File: src/rtl/and16_checker_operand_sweep.sv
// A/B operand counter pair: B inner loop, A outer loop.
// last flags the all-ones pair; the pair holds there.
module operand_sweep #(
  parameter int WIDTH = 16
) (
  input  logic             CLK,
  input  logic             RST_N,
  input  logic             clear,
  input  logic             advance,
  output logic [WIDTH-1:0] A,
  output logic [WIDTH-1:0] B,
  output logic             last
);

  localparam logic [WIDTH-1:0] ONES = '1;

  logic [WIDTH-1:0] a_q, a_d;
  logic [WIDTH-1:0] b_q, b_d;

  assign last = (a_q == ONES) && (b_q == ONES);

  always_comb begin
    a_d = a_q;
    b_d = b_q;
    if (clear) begin
      a_d = '0;
      b_d = '0;
    end else if (advance && !last) begin
      b_d = b_q + 1'b1;
      if (b_q == ONES) a_d = a_q + 1'b1;
    end
  end

  always_ff @(posedge CLK or negedge RST_N) begin
    if (!RST_N) begin
      a_q <= '0;
      b_q <= '0;
    end else begin
      a_q <= a_d;
      b_q <= b_d;
    end
  end

  assign A = a_q;
  assign B = b_q;

endmodule

File: config.mk
export PLATFORM = sky130hd
export DESIGN_NAME = operand_sweep
export DESIGN_NICKNAME = d
export VERILOG_FILES = /design/src/rtl/and16_checker_operand_sweep.sv
export SDC_FILE = /design/constraint.sdc
export NUM_CORES = 1
export LEC_CHECK = 0
export ABC_AREA = 1
export CAP_MARGIN = 20
export CORE_MARGIN = 2
export CORE_UTILIZATION = 30
export DETAILED_ROUTE_END_ITERATION = 8
export PLACE_DENSITY = 0.55
export SYNTH_ARGS = -nofsm -noshare
export SYNTH_HDL_FRONTEND = slang
export SYNTH_SLANG_ARGS = --single-unit
File: constraint.sdc
create_clock -name CLK -period 1.91 [get_ports CLK]
set_input_delay 0.2865 -clock CLK [delete_from_list [all_inputs] [get_ports CLK]]
set_output_delay 0.2865 -clock CLK [all_outputs]
set_load 0.03 [all_outputs]
=== After elaboration in Yosys (flattened, before gate mapping) ===
Index checks and enable logic that the tools add are counted.

* Add/subtract/negate cells: 2
* Eq/ne operators: 2
* Mux-type cells: 5
* Reduce and logical (&&, ||, !) cells: 6

{| class="wikitable"
|+ Operators with widths
! kind !! count
|-
| 16-bit 2-to-1 mux || 5
|-
| 16-bit by 1-bit adder with 16-bit output (second input constant) || 2
|-
| 16-bit == test (second input constant) || 2
|-
| 2-bit nonzero test || 2
|-
| 1-bit logical AND || 2
|-
| 2-bit AND reduction || 1
|-
| 1-bit zero test || 1
|}

* Register bits: 32
* Input port bits: 4
* Output and inout bits: 33
* Logic and storage cells: 17

=== Depth between registers and ports, before layout ===
* Word-level depth: 6
* Depth in mapped cells: 11
* Mapped depth without buffers: 10

=== Worst setup path before layout ===
No wires, ideal clock.

* Kind: register -> output
* Start point: register b_q[1], in the netlist B[1]
* End point: output port last
* Arrival time: 1.547 ns
* Required time: 1.623 ns
* Path slack: 0.076 ns
* Stages on the path, launching flop included: 8
* Buffers on the path: 0
* Cells stage by stage: dfrtp_1 -> ha_1 -> nand3_2 -> inv_2 -> nand2_4 -> nor2_8 -> nand2_4 -> inv_1

* Cells in the longest elaborated chain, start to end: 2

{| class="wikitable"
|+ RTL lines
! what !! line !! RTL
|-
| start, declared || 18 || <nowiki>logic [WIDTH-1:0] b_q, b_d;</nowiki>
|-
| start signal, assigned || 37 || <nowiki>b_q <= '0;</nowiki>
|-
| start signal, assigned || 40 || <nowiki>b_q <= b_d;</nowiki>
|-
| 16-bit == test || 20 || <nowiki>assign last = (a_q == ONES) && (b_q == ONES);</nowiki>
|-
| 1-bit logical AND || 20 ||
|-
| end, declared || 12 || <nowiki>output logic last</nowiki>
|}

No other way between the ends.

=== Worst setup path after layout ===
* Start point: register a_q[1], in the netlist A[1]
* End point: output port last

* Cells in the longest elaborated chain, start to end: 2

{| class="wikitable"
|+ RTL lines
! what !! line !! RTL
|-
| start, declared || 17 || <nowiki>logic [WIDTH-1:0] a_q, a_d;</nowiki>
|-
| start signal, assigned || 36 || <nowiki>a_q <= '0;</nowiki>
|-
| start signal, assigned || 39 || <nowiki>a_q <= a_d;</nowiki>
|-
| 16-bit == test || 20 ||
|-
| 1-bit logical AND || 20 ||
|}

No other way between the ends.

==> results.yml <==
power:
  p_leak_nw: 1.38
  max-vdd-ir-drop_mv: 0.226
  powerDensity_mw_per_mm2: 452
clock_network:
  clock_path_buffers: 2
  clock-sinks: 32
  tritoncts: "yes"
  htreeDepth: 2
  cts_made_buffers: 5
  cts-root-buf: "clkbuf_8"
  clk_pin_slew_ns: 0.07
  hold_buffers: 0
  clk_latency_ns: 0.28
flow_run:
  cap_violations: 0
synth:
  synthTopCellsByArea: "dfrtp_1 (36%), nand2_1 (19%), nand3_1 (9.5%), nor2_1 (7.2%), xor2_1 (4.8%)"
  synth_async_sr_flop_share_pct: 100
  ys_seq_elements: 32
  synth.yosys.seq_area_share_pct: 36.3
  synth_cells: 316
  synthesis.nets: 322
  ys_types: 27
  synth-edff-count: 0
  synthFlopType: "dfrtp_1"
  yosys.area.top_type: "dfrtp_1"
  syn_area_mm2: 0.00220
  avgSynthCellArea_um2: 6.98
  synth_warnings: 0
  synthTopCellsByCount: "nand2_1 (110), nand3_1 (42), nor2_1 (42)"
  synth.most_common_cell: "nand2_1"
  synth_top_area_share_pct: 36.3
layout:
  antennaDiodeCount: 0
  drive_above_1_share_pct: 17.4
  fin_util_pct: 41.3
  syn2layout_area_growth_pct: 34.3
  nNetsFinal: 379
  fillers: 767
sta:
  max_freq_mhz: 543
  min_period_ns: 1.84
  drv_slew: 0
  hold_viol_final: 0
  clock-skew-final_ns: 0.00630
  setup_viol: 0
  fin_crit_sh_pct: 96.4
  worst_slack_ns: 0.0679
  tightest_slew_ns: 0.442
  slew-limit-headroom_pct: 70.6
detailed_routing:
  drc: 0
  wire_per_inst_um: 12.8
  vias_per_cell: 4.54
  antenna_left: 0
  first_pass_iters: 4
  drt_iter0_drc: 95
  dr_total_vias: 2148
  wirelength_mm: 6.07
status:
  status: "finished clean"
worst_setup_path:
  critPathBufInv: 2
  cp-end-kind: "output port"
  cp_slowest_stage_delay_ns: 0.40
  cp_slowest_cell: "dfrtp_1"
  required_ns: 1.62
  critPathLaunchType: "register"
  crit_family: "simple AND/OR/NAND/NOR gates"
  worstPathArrival_ns: 1.56
  crit_type: "reg -> out"
  crit_chain: "ha_4 -> nand2_2 -> nor2_4 -> nand2_4 -> nor2_4 -> nand2_4 -> inv_2 -> buf_6"
  critPathMaxFanout: 6
floorplanning:
  core_area_mm2: 0.00718
  die-width_um: 89.7
  rows: 31
  fp.dieH_um: 89.7
  io_pins: 37
  design.die.area_mm2: 0.00805
  start_util_pct: 30.7
global_route:
  grt_pass1_wl_mm: 10.2
  antenna_found_initial: 0
  grt_pass1_vias: 1982
  grt_max_degree: 33
  grt_use_total_pct: 15.7
  grt_overflow_total: 0
placement:
  gp_congestion: 0.836
  portBuffers: 36
  dp_slack_ns: 0.0955
  dp_hpwl_mm: 4.40
min_path:
  holdCritPathClass: "in -> async"
==> final timing paths <==
kind                       slack, ns   from     to  depth (start not counted)
min                             0.42  RST_N  A[15]                          2
max                             0.07   A[1]   last                          8
min in group CLK                0.59   B[6]   B[6]                          2
max reg2reg                     0.23   A[1]   A[6]                         10
max in group asynchronous       1.15  RST_N   A[4]                          2
min reg2reg                     0.59   B[6]   B[6]                          2
==> sequential cells by signal (all words and copies together) (netlist names) <==
signal,cells
A,16
B,16
==> placed cells by master (no fill, tap or decap), types with 2 or more instances in the layout <==
master / count
nand2_1: 109
nor2_1: 42
nand3_1: 42
clkdlybuf4s50_1: 34
buf_4: 23
dfrtp_1: 19
inv_1: 16
dfrtp_2: 13
xor2_1: 12
nand4_1: 12
o21ai_0: 7
clkbuf_8: 6
nor2_4: 5
nand2_4: 5
o21bai_1: 5
nand2_2: 4
nand3_4: 2
inv_2: 2
xnor2_1: 2
clkinv_1: 2
a21oi_1: 2
ha_4: 2
clkbuf_1: 2
==> cell families (layout without fill, tap and decap cells) <==
logic type / after synthesis / count (layout) / synth area share [%]
and+or+nand+nor: 224 / 224 / 47.0
buffers and inverters: 29 / 87 / 5.90
AOI/OAI and AO/OA: 15 / 15 / 4.09
DFF: 32 / 32 / 36.3
adders and majority gates: 2 / 2 / 1.13
xor gates and xnor gates: 14 / 14 / 5.56
==> worst register-to-register path, stage by stage (launching register included) <==
cell,delay (ns)
dfrtp_1,0.41
ha_4,0.18
nand2_2,0.08
nor2_4,0.05
nand2_4,0.09
clkinv_1,0.08
nand2_1,0.10
nand3_4,0.21
nor2_4,0.26
nand2_1,0.09
nand2_1,0.06
==> stage by stage <==
step / setup TNS, ns / power [W] / hold WS, ns / std cells / instance area (um^2)
6_report: 0 / 0.00134 / 0.422 / 473 / 2960
3_3_place_gp: 0 / 0.000802 / 0.579 / 459 / 2760
5_1_grt: -0.0369 / 0.00140 / 0.469 / 473 / 2960
3_5_place_dp: 0 / 0.000802 / 0.596 / 459 / 2760
2_1_floorplan: 0 / 0.000749 / -0.00909 / 316 / 2200
4_1_cts: 0 / 0.00135 / 0.436 / 469 / 2880
==> cell type report <==
cell class | instances | area, um^2 | share of cell area (%)
flip-flops and latches | 32 | 817 | 27.6
repair buffers | 59 | 537 | 18.1
well taps | 99 | 124 | 4.18
multi-input cells | 255 | 1320 | 44.5
inverters | 20 | 75.1 | 2.53
clock buffers | 8 | 90.1 | 3.04
==> routing by layer <==
metal  track usage (%)  routed length [um]
met5                 0                   0
met4              4.62                  83
met3              2.77                 209
met2              21.7                2530
met1              24.6                3250
==> timing repair <==
| item | in CTS | in global routing |
|---|---|---|
| gates cloned | 0 | 0 |
| buffers inserted | 2 | 4 |
| resized for setup | 4 | 20 |
| endpoints found under the setup margin | 1 | 1 |
| pin swaps | 1 | 2 |
==> where the power goes <==
| group | switching (W) | total, W | internal, W |
|---|---|---|---|
| clock network | 0.000252 | 0.000546 | 0.000294 |
| logic | 0.0000707 | 0.000106 | 0.0000351 |
| registers | 0.00000504 | 0.000686 | 0.000681 |
(Power assumes the default switching activity.)
